[config.mk]
export PLATFORM = sky130hd
export DESIGN_NAME = vga_axil_regs
export DESIGN_NICKNAME = d
export VERILOG_FILES = /design/src/rtl/vga_axil_pkg.sv /design/src/rtl/vga_regs_pkg.sv /design/src/rtl/vga_axil_regs_edge_det.sv /design/src/rtl/vga_axil_regs.sv
export SDC_FILE = /design/constraint.sdc
export NUM_CORES = 1
export LEC_CHECK = 0
export ABC_AREA = 0
export CORE_MARGIN = 2
export CORE_UTILIZATION = 44
export DETAILED_ROUTE_END_ITERATION = 16
export PLACE_DENSITY = 0.84
export RECOVER_POWER = 25
export SYNTH_ARGS = -nofsm -noshare
export SYNTH_HDL_FRONTEND = slang
export SYNTH_SLANG_ARGS = --single-unit
[constraint.sdc]
create_clock -name clk -period 3.27 [get_ports clk]
set_input_delay 0.654 -clock clk [delete_from_list [all_inputs] [get_ports clk]]
set_output_delay 0.654 -clock clk [all_outputs]
set_load 0.01 [all_outputs]
[src/rtl/vga_axil_pkg.sv]
`default_nettype none
// ============================================================================
// Module      : vga_axil_pkg
// Description : Shared AXI-Lite bus types for the VGA controller: address and
//               data types plus the response code enumeration.
// Revision    : 1.0 - initial release
// ============================================================================
package vga_axil_pkg;

    typedef logic [31:0] axil_addr_t;
    typedef logic [31:0] axil_data_t;

    typedef enum logic [1:0] {
        AXIL_RESP_OKAY   = 2'b00,
        AXIL_RESP_EXOKAY = 2'b01,
        AXIL_RESP_SLVERR = 2'b10,
        AXIL_RESP_DECERR = 2'b11
    } axil_resp_e;

endpackage : vga_axil_pkg
`default_nettype wire

[src/rtl/vga_regs_pkg.sv]
`default_nettype none
// ============================================================================
// Module      : vga_regs_pkg
// Description : Register map, control-register layout, STATUS field positions
//               and handshake FSM state encodings for vga_axil_regs.
// Revision    : 1.0 - initial release
// ============================================================================
package vga_regs_pkg;

    // Byte offsets; only address bits [4:2] take part in decoding.
    localparam logic [4:0] VGA_REG_CTRL_OFFS     = 5'h00;
    localparam logic [4:0] VGA_REG_FB_BASE_OFFS  = 5'h04;
    localparam logic [4:0] VGA_REG_STATUS_OFFS   = 5'h08;
    localparam logic [4:0] VGA_REG_IRQ_EN_OFFS   = 5'h0C;
    localparam logic [4:0] VGA_REG_IRQ_STAT_OFFS = 5'h10;

    // STATUS = {frame_cnt[15:0], 15'b0, vsync}
    localparam int unsigned VGA_STATUS_VSYNC_BIT = 0;
    localparam int unsigned VGA_STATUS_FCNT_LSB  = 16;
    localparam int unsigned VGA_STATUS_FCNT_W    = 16;

    // CTRL[1] = test_pattern, CTRL[0] = enable
    typedef struct packed {
        logic test_pattern;
        logic enable;
    } vga_ctrl_t;

    typedef enum logic [1:0] {
        W_IDLE = 2'd0,
        W_ACK  = 2'd1,
        W_RESP = 2'd2
    } wr_state_e;

    typedef enum logic [1:0] {
        R_IDLE = 2'd0,
        R_ACK  = 2'd1,
        R_RESP = 2'd2
    } rd_state_e;

endpackage : vga_regs_pkg
`default_nettype wire

[src/rtl/vga_axil_regs_edge_det.sv]
`default_nettype none
// ============================================================================
// Module      : vga_edge_det
// Description : Rising-edge detector. The previous input level is held in a
//               flop; rise_o is high during the first cycle the input is seen
//               high after being low.
// Revision    : 1.0 - initial release
// ============================================================================
module vga_edge_det (
    input  logic clk,
    input  logic arst_n,
    input  logic sig_i,
    output logic rise_o
);

    logic sig_q;

    // Remember last cycle's level for the compare.
    always_ff @(posedge clk or negedge arst_n) begin
        if (!arst_n) begin
            sig_q <= 1'b0;
        end else begin
            sig_q <= sig_i;
        end
    end

    assign rise_o = sig_i & ~sig_q;

endmodule : vga_edge_det
`default_nettype wire

[src/rtl/vga_axil_regs.sv]
`default_nettype none
// ============================================================================
// Module      : vga_axil_regs
// Description : AXI-Lite slave register file for the VGA controller. Holds
//               CTRL, FB_BASE, a read-only STATUS word with a vsync frame
//               counter and, when VGA_AXIL_REGS_IRQ_EN is defined, an IRQ
//               enable / W1C status pair driving a level interrupt.
//               Write and read paths are independent three-state FSMs
//               (IDLE -> ACK -> RESP) with registered handshake outputs.
// Build macro : VGA_AXIL_REGS_IRQ_EN (undefined: 0x0C/0x10 return SLVERR and
//               irq_o is tied low)
// Revision    : 1.0 - initial release
// ============================================================================
module vga_axil_regs
    import vga_regs_pkg::*;
#(
    parameter type axil_addr_t = vga_axil_pkg::axil_addr_t,
    parameter type axil_data_t = vga_axil_pkg::axil_data_t
) (
    input  logic                             clk,
    input  logic                             arst_n,
    // AW channel
    input  axil_addr_t                       awaddr,
    input  logic                             awvalid,
    output logic                             awready,
    // W channel
    input  axil_data_t                       wdata,
    input  logic [$bits(axil_data_t)/8-1:0]  wstrb,
    input  logic                             wvalid,
    output logic                             wready,
    // B channel
    output logic [1:0]                       bresp,
    output logic                             bvalid,
    input  logic                             bready,
    // AR channel
    input  axil_addr_t                       araddr,
    input  logic                             arvalid,
    output logic                             arready,
    // R channel
    output logic [31:0]                      rdata,
    output logic [1:0]                       rresp,
    output logic                             rvalid,
    input  logic                             rready,
    // VGA side
    input  logic                             vsync_i,
    output logic                             ctrl_enable_o,
    output logic                             ctrl_test_pattern_o,
    output logic [31:0]                      fb_base_o,
    output logic                             irq_o
);

    generate
        if ($bits(axil_data_t) != 32) begin : g_data_w_chk
            $error("vga_axil_regs: axil_data_t must be 32 bits wide");
        end
    endgenerate

    // ------------------------------------------------------------------------
    // State and storage
    // ------------------------------------------------------------------------
    wr_state_e                wr_state_q;
    rd_state_e                rd_state_q;

    vga_ctrl_t                ctrl_q,      ctrl_d;
    logic [31:0]              fb_base_q,   fb_base_d;
    logic [15:0]              frame_cnt_q, frame_cnt_d;

    logic                     wr_fire;
    vga_axil_pkg::axil_resp_e wr_resp;
    logic [31:0]              rd_data;
    vga_axil_pkg::axil_resp_e rd_resp;
    logic                     vsync_rise;

`ifdef VGA_AXIL_REGS_IRQ_EN
    logic                     irq_en_q,   irq_en_d;
    logic                     irq_stat_q, irq_stat_d;
`endif

    // Address bits outside [4:2] and the byte strobes carry no meaning here.
    logic unused_bits;
    assign unused_bits = ^{wstrb, awaddr, araddr};

    // ------------------------------------------------------------------------
    // vsync edge: shared by the frame counter and the IRQ set path
    // ------------------------------------------------------------------------
    vga_edge_det u_vsync_edge (
        .clk    (clk),
        .arst_n (arst_n),
        .sig_i  (vsync_i),
        .rise_o (vsync_rise)
    );

    // ------------------------------------------------------------------------
    // Write decode and register next-state
    // ------------------------------------------------------------------------
    assign wr_fire = (wr_state_q == W_ACK);

    // Decode the write address, produce the response and next register values.
    always_comb begin
        ctrl_d    = ctrl_q;
        fb_base_d = fb_base_q;
        wr_resp   = vga_axil_pkg::AXIL_RESP_SLVERR;
`ifdef VGA_AXIL_REGS_IRQ_EN
        irq_en_d   = irq_en_q;
        irq_stat_d = irq_stat_q;
`endif
        case ({awaddr[4:2], 2'b00})
            VGA_REG_CTRL_OFFS: begin
                wr_resp = vga_axil_pkg::AXIL_RESP_OKAY;
                if (wr_fire) begin
                    ctrl_d = vga_ctrl_t'(wdata[1:0]);
                end
            end
            VGA_REG_FB_BASE_OFFS: begin
                wr_resp = vga_axil_pkg::AXIL_RESP_OKAY;
                if (wr_fire) begin
                    fb_base_d = wdata;
                end
            end
            VGA_REG_STATUS_OFFS: begin
                // Read-only: accepted and ignored.
                wr_resp = vga_axil_pkg::AXIL_RESP_OKAY;
            end
`ifdef VGA_AXIL_REGS_IRQ_EN
            VGA_REG_IRQ_EN_OFFS: begin
                wr_resp = vga_axil_pkg::AXIL_RESP_OKAY;
                if (wr_fire) begin
                    irq_en_d = wdata[0];
                end
            end
            VGA_REG_IRQ_STAT_OFFS: begin
                wr_resp = vga_axil_pkg::AXIL_RESP_OKAY;
                if (wr_fire && wdata[0]) begin
                    irq_stat_d = 1'b0;
                end
            end
`endif
            default: begin
                wr_resp = vga_axil_pkg::AXIL_RESP_SLVERR;
            end
        endcase
`ifdef VGA_AXIL_REGS_IRQ_EN
        // Applied after the W1C so a coincident vsync edge wins.
        if (vsync_rise) begin
            irq_stat_d = 1'b1;
        end
`endif
        frame_cnt_d = frame_cnt_q + {15'b0, vsync_rise};
    end

    // Register file storage.
    always_ff @(posedge clk or negedge arst_n) begin
        if (!arst_n) begin
            ctrl_q      <= '0;
            fb_base_q   <= '0;
            frame_cnt_q <= '0;
        end else begin
            ctrl_q      <= ctrl_d;
            fb_base_q   <= fb_base_d;
            frame_cnt_q <= frame_cnt_d;
        end
    end

`ifdef VGA_AXIL_REGS_IRQ_EN
    // Interrupt enable and sticky status flops.
    always_ff @(posedge clk or negedge arst_n) begin
        if (!arst_n) begin
            irq_en_q   <= 1'b0;
            irq_stat_q <= 1'b0;
        end else begin
            irq_en_q   <= irq_en_d;
            irq_stat_q <= irq_stat_d;
        end
    end

    assign irq_o = irq_stat_q & irq_en_q;
`else
    assign irq_o = 1'b0;
`endif

    // ------------------------------------------------------------------------
    // Write handshake FSM
    // ------------------------------------------------------------------------
    // AW and W are accepted together; ready pulses for one cycle, then B waits.
    always_ff @(posedge clk or negedge arst_n) begin
        if (!arst_n) begin
            wr_state_q <= W_IDLE;
            awready    <= 1'b0;
            wready     <= 1'b0;
            bvalid     <= 1'b0;
            bresp      <= 2'b00;
        end else begin
            case (wr_state_q)
                W_IDLE: begin
                    if (awvalid && wvalid) begin
                        wr_state_q <= W_ACK;
                        awready    <= 1'b1;
                        wready     <= 1'b1;
                    end
                end
                W_ACK: begin
                    wr_state_q <= W_RESP;
                    awready    <= 1'b0;
                    wready     <= 1'b0;
                    bvalid     <= 1'b1;
                    bresp      <= wr_resp;
                end
                W_RESP: begin
                    if (bready) begin
                        wr_state_q <= W_IDLE;
                        bvalid     <= 1'b0;
                    end
                end
                default: begin
                    wr_state_q <= W_IDLE;
                    awready    <= 1'b0;
                    wready     <= 1'b0;
                    bvalid     <= 1'b0;
                end
            endcase
        end
    end

    // ------------------------------------------------------------------------
    // Read decode
    // ------------------------------------------------------------------------
    // Select the read word and response for the current AR address.
    always_comb begin
        rd_data = '0;
        rd_resp = vga_axil_pkg::AXIL_RESP_SLVERR;
        case ({araddr[4:2], 2'b00})
            VGA_REG_CTRL_OFFS: begin
                rd_data = {30'b0, ctrl_q};
                rd_resp = vga_axil_pkg::AXIL_RESP_OKAY;
            end
            VGA_REG_FB_BASE_OFFS: begin
                rd_data = fb_base_q;
                rd_resp = vga_axil_pkg::AXIL_RESP_OKAY;
            end
            VGA_REG_STATUS_OFFS: begin
                rd_data[VGA_STATUS_FCNT_LSB +: VGA_STATUS_FCNT_W] = frame_cnt_q;
                rd_data[VGA_STATUS_VSYNC_BIT]                     = vsync_i;
                rd_resp = vga_axil_pkg::AXIL_RESP_OKAY;
            end
`ifdef VGA_AXIL_REGS_IRQ_EN
            VGA_REG_IRQ_EN_OFFS: begin
                rd_data = {31'b0, irq_en_q};
                rd_resp = vga_axil_pkg::AXIL_RESP_OKAY;
            end
            VGA_REG_IRQ_STAT_OFFS: begin
                rd_data = {31'b0, irq_stat_q};
                rd_resp = vga_axil_pkg::AXIL_RESP_OKAY;
            end
`endif
            default: begin
                rd_data = '0;
                rd_resp = vga_axil_pkg::AXIL_RESP_SLVERR;
            end
        endcase
    end

    // ------------------------------------------------------------------------
    // Read handshake FSM
    // ------------------------------------------------------------------------
    // AR ready pulses for one cycle; data is captured then held until rready.
    always_ff @(posedge clk or negedge arst_n) begin
        if (!arst_n) begin
            rd_state_q <= R_IDLE;
            arready    <= 1'b0;
            rvalid     <= 1'b0;
            rdata      <= '0;
            rresp      <= 2'b00;
        end else begin
            case (rd_state_q)
                R_IDLE: begin
                    if (arvalid) begin
                        rd_state_q <= R_ACK;
                        arready    <= 1'b1;
                    end
                end
                R_ACK: begin
                    rd_state_q <= R_RESP;
                    arready    <= 1'b0;
                    rvalid     <= 1'b1;
                    rdata      <= rd_data;
                    rresp      <= rd_resp;
                end
                R_RESP: begin
                    if (rready) begin
                        rd_state_q <= R_IDLE;
                        rvalid     <= 1'b0;
                    end
                end
                default: begin
                    rd_state_q <= R_IDLE;
                    arready    <= 1'b0;
                    rvalid     <= 1'b0;
                end
            endcase
        end
    end

    assign ctrl_enable_o       = ctrl_q.enable;
    assign ctrl_test_pattern_o = ctrl_q.test_pattern;
    assign fb_base_o           = fb_base_q;

endmodule : vga_axil_regs
`default_nettype wire

# --- Word level (Yosys, flattened, before mapping) ---
# Cells that the tools add are included.
op_classes:
  addsub: 1
  eq_ne: 12
  muxes: 19
  n_bitwise: 6
  reduce_logical: 15
op_table:
  columns: ["op", "n"]
  rows:
  - ["$pmux 16 s2", 1]
  - ["$pmux 15 s2", 1]
  - ["$add 16x1->16", 1]
  - ["$reduce_and 2->1", 8]
  - ["$mux 2", 6]
  - ["$pmux 2 s3", 2]
  - ["$pmux 1 s3", 3]
  - ["$ne 2x2->1 const B", 4]
  - ["$eq 3x1->1 const B", 2]
  - ["$eq 3x2->1 const B", 2]
  - ["$logic_not 3->1", 2]
  - ["$reduce_or 3->1", 2]
  - ["$not 1->1", 5]
  - ["$eq 2x1->1 const B", 2]
  - ["$eq 2x2->1 const B", 2]
  - ["$logic_not 2->1", 2]
  - ["$mux 1", 4]
  - ["$pmux 1 s2", 2]
  - ["$and 1x1->1", 1]
  - ["$logic_and 1x1->1", 1]
totals:
  reg_bits: 95
  input_bits: 108
  output_inout_bits: 76
  wordCells: 67

# --- Logic depth before layout (Yosys ltp) ---
# Gate-level depths: netlist of the first run.
logic_depth:
  depth_word: 3
  depth_mapped: 5
  mapped_depth_nobuf: 5

# --- By module ---
# Synthesis of the first run repeated with hierarchy kept, for this count alone.
hier_totals:
  hier_cells: 316
  area_unflattened_um2: 3902.5
by_module_without_submodules:
  columns: ["module", "n_inst", "cells_each", "area_each_um2", "seq_area_each_um2"]
  rows:
  - ["vga_axil_regs", 1, 314, 3863.7, 2302.2]
  - ["vga_edge_det", 1, 2, 38.8, 25.0]

# --- Worst setup path after synthesis of the first run ---
# Ideal clock, no wire load.
synth_timing:
  path_type: "input port to flip-flop"
  start: "in awaddr[3]"
  end: "reg fb_base_q[10], in the netlist fb_base_o[10]"
  setup_time_ns: 0.125
  t_arrival_ns: 1.745
  required_time_ns: 3.145
  slack_ns: 1.400
  cell_stages: 4
  path_buffers: 2
  path_cell_list: "or4b_4 > buf_6 > buf_12 > mux2_4"
synth_via:
  elab_chain_cells: 2
synth_rtl:
  columns: ["element", "line_no", "rtl"]
  rows:
  - ["start, declared", "vga_axil_regs.sv:23", "input axil_addr_t awaddr,"]
  - ["$eq 3x1->1", "vga_axil_regs.sv:107", "case ({awaddr[4:2], 2'b00})"]
  - ["$reduce_and 2->1 (no line)", null, null]
  - ["end signal, assigned", "vga_axil_regs.sv:159", "fb_base_q <= fb_base_d;"]
  - ["end, declared", "vga_axil_regs.sv:65", "logic [31:0] fb_base_q, fb_base_d;"]
# No other way between the ends.
# A chain may end at the register's enable or synchronous reset.

# --- Worst setup path in the final report of the first run ---
layout_timing:
  start: "in vsync_i"
  end: "reg frame_cnt_q[12]"
layout_via:
  elab_chain_cells: 2
layout_rtl:
  columns: ["element", "line_no", "rtl"]
  rows:
  - ["start, declared", "vga_axil_regs.sv:45", "input logic vsync_i,"]
  - ["$and 1x1->1", "vga_axil_regs_edge_det.sv:27", "assign rise_o = sig_i & ~sig_q;"]
  - ["$add 16x1->16", "vga_axil_regs.sv:148", "frame_cnt_d = frame_cnt_q + {15'b0, vsync_rise};"]
  - ["via frame_cnt_d[12]", "vga_axil_regs.sv:66", "logic [15:0] frame_cnt_q, frame_cnt_d;"]
  - ["end signal, assigned", "vga_axil_regs.sv:160", "frame_cnt_q <= frame_cnt_d;"]
  - ["end, declared", "vga_axil_regs.sv:66", null]
# The timed path passes the listed nets, and every way through them passes these cells.

==> impl_metrics.env, run 1 <==
export IMPL_synth_most_common_cell="dfrtp_1"
export IMPL_worstPathArrival_ns=2.60
export IMPL_grt_pass1_vias=2930
export IMPL_cts_tree="built"
export IMPL_filler_cell_count=700
export IMPL_final_area_mm2=0.00537
export IMPL_fin_skew_ns=0.0109
export IMPL_pin_count=184
export IMPL_drt_iter0_drc=58
export IMPL_hold_viol=0
export IMPL_drt_total_wl_mm=8.69
export IMPL_viasPerCell=5.04
export IMPL_syn_area_mm2=0.00393
export IMPL_post_route_period_util_pct=71.5
export IMPL_setup_tns_ns=0
export IMPL_start_util_pct=45.3
export IMPL_leakage_nw=2.43
export IMPL_syn2layout_area_growth_pct=36.7
export IMPL_yosys_top_cells_count="dfrtp_1 (93), nand2_1 (56), o21ai_0 (35), mux2_4 (30), a22oi_1 (16)"
export IMPL_synth_xor_area_share_pct=3.34
export IMPL_layout_drive_gt1_share_pct=13.5
export IMPL_ys_seq_elements=93
export IMPL_regArea_mm2=0.00233
export IMPL_first_pass_iters=4
export IMPL_grt_max_degree=79
export IMPL_track_usage_pct=18.6
export IMPL_hpwl_mm=6.07
export IMPL_synth_top_family_by_area="multiplexers"
export IMPL_violations="max-capacitance violations, max-slew violations"
export IMPL_cts_root_buf="clkbuf_8"
export IMPL_fp_dieH_um=98.5
export IMPL_ir_worst_vdd_mv=0.277
export IMPL_synth_fa_ha_area_share_pct=0.637
export IMPL_path_clk_slew_ns=0.09
export IMPL_coreArea_mm2=0.00868
export IMPL_setup_violations=0
export IMPL_hp_class="reg2reg"
export IMPL_cts_resized=0
export IMPL_worst_r2r_setup_slack_ns=1.31
export IMPL_tightest_slew_ns=1.92
export IMPL_die_area_mm2=0.00970
export IMPL_synth_largest_area_cell="dfrtp_1"
export IMPL_portBuffers=118
export IMPL_synth_distinct_cells=33
export IMPL_final_max_slew_viol_count=79
export IMPL_fin_crit_ns=2.34
export IMPL_criticalPathCategory="in2reg"
export IMPL_via_count=2754
export IMPL_antenna_left=0
export IMPL_max_freq_mhz=428
export IMPL_grt_pass1_wl_mm=14.7
export IMPL_die_w_um=98.5
export IMPL_post_cts_buffers=0
export IMPL_cts_hold_buf=0
export IMPL_end_kind="flip-flop"
export IMPL_synthFlopType="dfrtp_1"
export IMPL_cts_htree_levels=3
export IMPL_critPathRequiredTime_ns=3.54
export IMPL_rsz0062_at_grt="false"
export IMPL_synth_edf_count=0
export IMPL_avgSynthCellArea_um2=12.3
export IMPL_synth_seq_area_share_pct=59.2
export IMPL_wl_per_cell_um=15.9
export IMPL_max_cap_viol_count=1
export IMPL_overflow=0
export IMPL_synthMuxAreaShare_pct=13.1
export IMPL_synth_largest_type_area_fraction_pct=59.2
export IMPL_start_kind="input port"
export IMPL_numCtsBuffers=9
export IMPL_cts_sinks=93
export IMPL_route_detailed_drc=0
export IMPL_yosys_area_share_simple_pct=10.3
export IMPL_worstPathMaxFanout=9
export IMPL_multi_input_area_mm2=0.00145
export IMPL_row_count=34
export IMPL_async_flop_share_pct=100
export IMPL_fin_nets=544
export IMPL_clock_path_buffers=2
export IMPL_synthTopCellsByArea="dfrtp_1 (59%), mux2_4 (11%), nand2_1 (5.4%)"
export IMPL_outcome="finished, violations left"
export IMPL_place_area_mm2=0.00514
export IMPL_diodes=0
export IMPL_power_density_mw_per_mm2=684
export IMPL_clk_latency_ns=0.35
export IMPL_antenna_found_initial=0
export IMPL_syn_inst=320
export IMPL_ys_warnings_count=0
export IMPL_slew_headroom_pct=-27.7
export IMPL_gp_congestion=0.791
export IMPL_synth_compound_area_share_pct=8.98
-- worst max-delay path, cell delays in order --
cell and delay [ns]:
dlygate4sd3_1 0.57, nor2b_1 0.20, ha_1 0.20, nand4_1 0.37, nor4_1 0.40, xor2_1 0.20
-- power breakdown --
group / total, W / leakage [nW] / internal [W] / switching [W]
Sequential: 0.00166 / 1.21 / 0.00143 / 0.000231
Combinational: 0.00111 / 1.10 / 0.000672 / 0.000439
Clock: 0.000903 / 0.116 / 0.000505 / 0.000398
-- path summary, 6_finish.rpt --
path / start / to / depth (start not counted)
min in group asynchronous: arst_n / fb_base_o[26] / 1
max reg2reg: wr_state_q[1] / fb_base_o[13] / 3
max: vsync_i / frame_cnt_q[12] / 6
max in group asynchronous: arst_n / rdata[12] / 2
min reg2reg: frame_cnt_q[15] / frame_cnt_q[15] / 1
min: frame_cnt_q[15] / frame_cnt_q[15] / 1
-- flip-flops by register name, summed over array words and instances, names as in the netlist --
name / cells
frame_cnt_q: 16
ctrl_test_pattern_o: 1
bresp: 1
fb_base_o: 32
u_vsync_edge.sig_q: 1
rdata: 32
arready: 1
rresp: 1
wready: 1
wr_state_q: 2
rd_state_q: 2
rvalid: 1
bvalid: 1
ctrl_enable_o: 1
-- cell type report --
type / instances / area share, %
clock buffer: 9 / 2.31
clock inverter: 6 / 2.07
inverter: 5 / 0.349
multi-input combinational: 203 / 27.0
sequential: 93 / 43.3
tap: 108 / 2.52
timing repair buffer: 122 / 22.5
-- placed cells by master, fill, tap and decap left out, drive strengths merged, types with 3 or more instances in the layout --
cell type / n
nand2: 56
conb: 3
clkbuf: 10
inv: 6
nand4: 4
bufinv: 3
nor3b: 3
xnor2: 5
dfrtp: 93
nor4: 5
xor2: 10
o21ai: 35
mux2: 34
dlygate4sd3: 6
nor3: 5
clkdlybuf4s50: 111
a22oi: 16
buf: 4
nor2: 6
nand3: 4
-- kinds of logic after synthesis --
group | Yosys count
other cells | 1
compound gates | 59
fa+ha+maj | 2
buf+inv | 26
xor+xnor | 15
simple gates | 88
flops | 93
mux | 36
-- through the flow --
step | hold WS [ns] | setup WS [ns] | total power [W] | std cells | util [%]
finish | 0.482 | 0.931 | 0.00367 | 546 | 61.9
floorplan | 0.358 | 1.40 | 0.00215 | 322 | -
global route | 0.504 | 0.821 | 0.00388 | 546 | 61.9
CTS | 0.480 | 1.02 | 0.00372 | 546 | 61.9
detailed placement | 0.458 | 0.648 | 0.00281 | 531 | 59.2
global placement | 0.458 | 0.731 | 0.00276 | 531 | 59.2
-- per-layer routing --
layer  GRT usage, %  vias up  part of all wire [%]
met5              0        -                     0
met4           7.27        0                   2.3
met3           3.26       16                   4.4
met2           30.0       75                    50
met1           25.2     1342                    44
li1               -     1321                     -
No activity file was read; power rests on OpenSTA's default activity.
==> inputs of run 2 (changes only) <==
CORE_UTILIZATION = 41   (was 44)
PLACE_DENSITY = 0.79   (was 0.84)
clock period = 2.3 ns   (was 3.27 ns; I/O delays follow)
==> impl_metrics.env, run 2 (synthesized netlist as in run 1, its figures left out) <==
export IMPL_final_max_slew_viol_count=0
export IMPL_setup_violations=0
export IMPL_post_cts_buffers=0
export IMPL_first_pass_iters=4
export IMPL_critPathRequiredTime_ns=2.57
export IMPL_endpoint="frame_cnt_q[15]"
export IMPL_rsz0062_at_grt="false"
export IMPL_viasPerCell=4.84
export IMPL_drt_total_wl_mm=8.68
export IMPL_final_cell_mix="clkdlybuf4s50_1 (114), dfrtp_1 (93), nand2_1 (56)"
export IMPL_r2r_start="wr_state_q[1]"
export IMPL_tightest_slew_ns=1.08
export IMPL_max_freq_mhz=512
export IMPL_grt_pass1_wl_mm=14.0
export IMPL_final_common_cell="clkdlybuf4s50_1"
export IMPL_fin_nets=550
export IMPL_cts_resized=0
export IMPL_setup_worst_path_start="vsync_i"
export IMPL_die_area_mm2=0.0104
export IMPL_leakage_nw=2.44
export IMPL_placed_cells=558
export IMPL_wl_per_cell_um=15.1
export IMPL_fin_crit_ns=1.95
export IMPL_numCtsBuffers=9
export IMPL_die_w_um=102
export IMPL_antenna_found_initial=0
export IMPL_ir_worst_vdd_mv=0.382
export IMPL_criticalPathCategory="in2reg"
export IMPL_diodes=0
export IMPL_worst_r2r_setup_slack_ns=0.46
export IMPL_start_kind="input port"
export IMPL_via_count=2776
export IMPL_clock_path_buffers=2
export IMPL_fin_cells=574
export IMPL_gp_congestion=0.777
export IMPL_route_detailed_drc=0
export IMPL_slew_headroom_pct=28.0
export IMPL_coreArea_mm2=0.00928
export IMPL_cts_htree_levels=3
export IMPL_syn2layout_area_growth_pct=37.8
export IMPL_drt_iter0_drc=78
export IMPL_outcome="completed"
export IMPL_worstPathArrival_ns=2.22
export IMPL_grt_pass1_vias=2777
export IMPL_track_usage_pct=17.4
export IMPL_hp_class="in2async"
export IMPL_fin_skew_ns=0.0147
export IMPL_r2r_cells=4
export IMPL_max_cap_viol_count=0
export IMPL_layout_drive_gt1_share_pct=14.8
export IMPL_antenna_left=0
export IMPL_regToRegEndpoint="fb_base_o[25]"
export IMPL_hold_viol=0
export IMPL_worstPathMaxFanout=3
export IMPL_power_density_mw_per_mm2=924
export IMPL_cts_root_buf="clkbuf_8"
export IMPL_hpwl_mm=6.29
export IMPL_portBuffers=118
export IMPL_row_count=35
export IMPL_final_util_pct=58.3
export IMPL_grt_max_degree=51
export IMPL_path_clk_slew_ns=0.10
export IMPL_overflow=0
export IMPL_start_util_pct=42.3
export IMPL_end_kind="flip-flop"
export IMPL_cts_hold_buf=0
export IMPL_post_route_period_util_pct=84.9
export IMPL_fp_dieH_um=102
export IMPL_pin_count=184
export IMPL_cts_sinks=93
export IMPL_cts_tree="built"
export IMPL_clk_latency_ns=0.35
==> run 2: changes by cell type in the layout (fill, tap and decap cells not counted), moves of 2 or more <==
cell / previous run / this run
clkdlybuf4s50_1: 111 / 114
bufinv_16: 3 / 0
dlygate4sd3_1: 6 / 3
clkbuf_8: 9 / 12
buf_4: 4 / 8
clkinvlp_4: 1 / 3
==> run 2: layout make-up <==
cell class / count / area, um2
Sequential cell: 93 / 2330
Clock inverter: 4 / 31.3
Timing Repair Buffer: 128 / 1260
Multi-Input combinational cell: 203 / 1450
Inverter: 5 / 18.8
Fill cell: 779 / 3870
Tap cell: 129 / 161
Clock buffer: 12 / 165
==> run 2: worst min path at each step <==
| stage | slack [ns] | startpoint | endpoint | cells past startpoint |
|---|---|---|---|---|
| after global placement | 0.46 | rdata[16] | rdata[16] | 2 |
| final | 0.29 | arst_n | fb_base_o[21] | 1 |
| after detailed placement | 0.46 | frame_cnt_q[15] | frame_cnt_q[15] | 1 |
| after floorplan | 0.16 | arst_n | arready | 0 |
| after CTS | 0.11 | arst_n | fb_base_o[23] | 1 |
| after global routing | 0.36 | arst_n | fb_base_o[21] | 1 |
==> run 2: power by group <==
part / total [W] / internal (W) / switching (W)
clock network: 0.00105 / 0.000484 / 0.000563
registers: 0.00236 / 0.00203 / 0.000330
logic: 0.00160 / 0.000970 / 0.000630
total: 0.00500 / 0.00348 / 0.00152
==> run 2: metrics by stage <==
stage	hold WS [ns]	worst slack (ns)	area, um2	total power, W	TNS [ns]
final	0.292	0.347	5420	0.00500	0
after global routing	0.358	0.201	5420	0.00532	0
after CTS	0.109	0.368	5430	0.00507	0
after detailed placement	0.461	-0.00399	5230	0.00401	-0.00399
after global placement	0.461	0.0571	5230	0.00394	0
after floorplan	0.164	0.548	3940	0.00306	0
==> run 2: layer usage <==
metal | track usage (%) | vias up | routed length [um]
li1 | - | 1334 | -
met1 | 23.4 | 1364 | 3810
met2 | 28.8 | 74 | 4390
met3 | 3.56 | 4 | 404
met4 | 4.92 | 0 | 74
met5 | 0 | - | 0
==> run 2: critical path, stage by stage <==
cell	delay (ns)
dlygate4sd3_1	0.58
nor2b_1	0.22
ha_1	0.21
nand4_1	0.19
nor4_1	0.39
xor2_1	0.17
==> inputs of run 3 (changes only) <==
CORE_UTILIZATION = 37   (was 41)
PLACE_DENSITY = 0.75   (was 0.79)
clock period = 1.7 ns   (was 2.3 ns; I/O delays follow)
==> impl_metrics.env, run 3 (synthesized netlist as in run 1, its figures left out) <==
export IMPL_outcome="finished, violations left"
export IMPL_violations="negative setup slack"
export IMPL_final_max_slew_viol_count=0
export IMPL_setup_violations=3
export IMPL_final_common_cell="clkdlybuf4s50_1"
export IMPL_worstPathArrival_ns=1.94
export IMPL_overflow=0
export IMPL_final_area_mm2=0.00564
export IMPL_antenna_left=0
export IMPL_grt_pass1_vias=2963
export IMPL_route_detailed_drc=0
export IMPL_antenna_found_initial=0
export IMPL_first_pass_iters=4
export IMPL_die_area_mm2=0.0115
export IMPL_row_count=37
export IMPL_grt_pass1_wl_mm=14.6
export IMPL_leakage_nw=2.57
export IMPL_numCtsBuffers=9
export IMPL_syn2layout_area_growth_pct=43.5
export IMPL_criticalPathCategory="reg2reg"
export IMPL_hp_class="in2async"
export IMPL_worst_r2r_setup_slack_ns=-0.007
export IMPL_end_kind="flip-flop"
export IMPL_regToRegEndpoint="fb_base_o[17]"
export IMPL_power_w=0.00698
export IMPL_start_kind="flip-flop"
export IMPL_critPathSlowestCell="or4b_4"
export IMPL_cts_tree="built"
export IMPL_drt_total_wl_mm=8.81
export IMPL_die_w_um=107
export IMPL_start_util_pct=38.1
export IMPL_fin_crit_ns=1.71
export IMPL_r2r_cells=4
export IMPL_via_count=2881
export IMPL_coreArea_mm2=0.0103
export IMPL_pin_count=184
export IMPL_place_ws_ns=-0.352
export IMPL_place_area_mm2=0.00542
export IMPL_fp_dieH_um=107
export IMPL_max_stage_delay_ns=0.52
export IMPL_fin_skew_ns=0.00888
export IMPL_final_cell_mix="clkdlybuf4s50_1 (115), dfrtp_1 (93), nand2_1 (56)"
export IMPL_portBuffers=118
export IMPL_path_clk_slew_ns=0.09
export IMPL_post_route_period_util_pct=100
export IMPL_viasPerCell=4.83
export IMPL_clk_latency_ns=0.35
export IMPL_max_freq_mhz=586
export IMPL_cts_root_buf="clkbuf_8"
export IMPL_cts_htree_levels=3
export IMPL_post_cts_buffers=0
export IMPL_max_cap_viol_count=0
export IMPL_cts_sinks=93
export IMPL_worstPathMaxFanout=21
export IMPL_critPathRequiredTime_ns=1.94
export IMPL_diodes=0
export IMPL_hpwl_mm=6.55
export IMPL_layout_drive_gt1_share_pct=18.0
export IMPL_crit_chain="nand2b_4, or4b_4, buf_12, mux2_4"
export IMPL_fin_ws_ns=-0.00676
export IMPL_hold_viol=0
export IMPL_clock_path_buffers=2
export IMPL_track_usage_pct=16.0
export IMPL_drt_iter0_drc=120
export IMPL_gp_congestion=0.759
export IMPL_tightest_slew_ns=0.730
export IMPL_ir_worst_vdd_mv=0.566
export IMPL_r2r_start="wr_state_q[1]"
export IMPL_fin_nets=567
export IMPL_setup_tns_ns=-0.0112
export IMPL_slew_headroom_pct=51.3
export IMPL_rsz0062_at_grt="true"
export IMPL_power_density_mw_per_mm2=1240
export IMPL_grt_max_degree=54
export IMPL_wl_per_cell_um=14.8
==> run 3: layout make-up <==
| cell class | instances | area [um2] |
|---|---|---|
| well taps | 136 | 170 |
| fillers | 878 | 4690 |
| inverters | 5 | 18.8 |
| clock buffers | 10 | 128 |
| multi-input cells | 203 | 1480 |
| clock inverters | 4 | 75.1 |
| repair buffers | 145 | 1440 |
| flip-flops and latches | 93 | 2330 |
==> run 3: power by group <==
group          switching (W)  leakage (nW)  internal [W]  total (W)
Clock               0.000739        0.0945      0.000813    0.00155
Sequential          0.000441          1.21       0.00274    0.00318
Combinational       0.000868          1.26       0.00138    0.00224
Total                0.00205          2.57       0.00493    0.00698
==> run 3: how the worst max path moves through the flow <==
stage / startpoint / end / depth (start not counted)
2_1_floorplan: wr_state_q[1] / fb_base_o[10] / 5
3_3_place_gp: vsync_i / frame_cnt_q[14] / 7
3_5_place_dp: vsync_i / frame_cnt_q[15] / 6
4_1_cts: wr_state_q[1] / fb_base_o[17] / 4
5_1_grt: wr_state_q[1] / fb_base_o[17] / 4
6_report: wr_state_q[1] / fb_base_o[17] / 4
==> run 3: per-stage QoR <==
stage	instances	util, %	hold WS [ns]
final	596	54.6	0.369
after global routing	596	54.6	0.401
after CTS	596	54.5	0.319
after detailed placement	581	52.5	0.165
after global placement	581	52.5	0.162
after floorplan	322	-	0.0444
==> run 3: worst max-delay path, delay by kind of cell, from the launching register on <==
kind                   cells  cell delay [ns]
DFF                        1             0.40
muxes                      1             0.31
and+or+nand+nor            2             0.67
buffers and inverters      1             0.20
==> run 3: layer usage <==
layer | wire, um | up-vias | GRT usage [%] | share of wire [%]
met1 | 3860 | 1408 | 20.9 | 44
met2 | 4360 | 85 | 26.0 | 49
met5 | 0 | - | 0 | 0
met4 | 187 | 0 | 7.33 | 2.1
met3 | 399 | 15 | 2.67 | 4.5
li1 | - | 1373 | - | -
==> run 3: repair_timing <==
item	CTS	global route
endpoints found under the setup margin	12	31
hold buffers	1	0
hold endpoints to repair	19	0
resized for setup	0	8
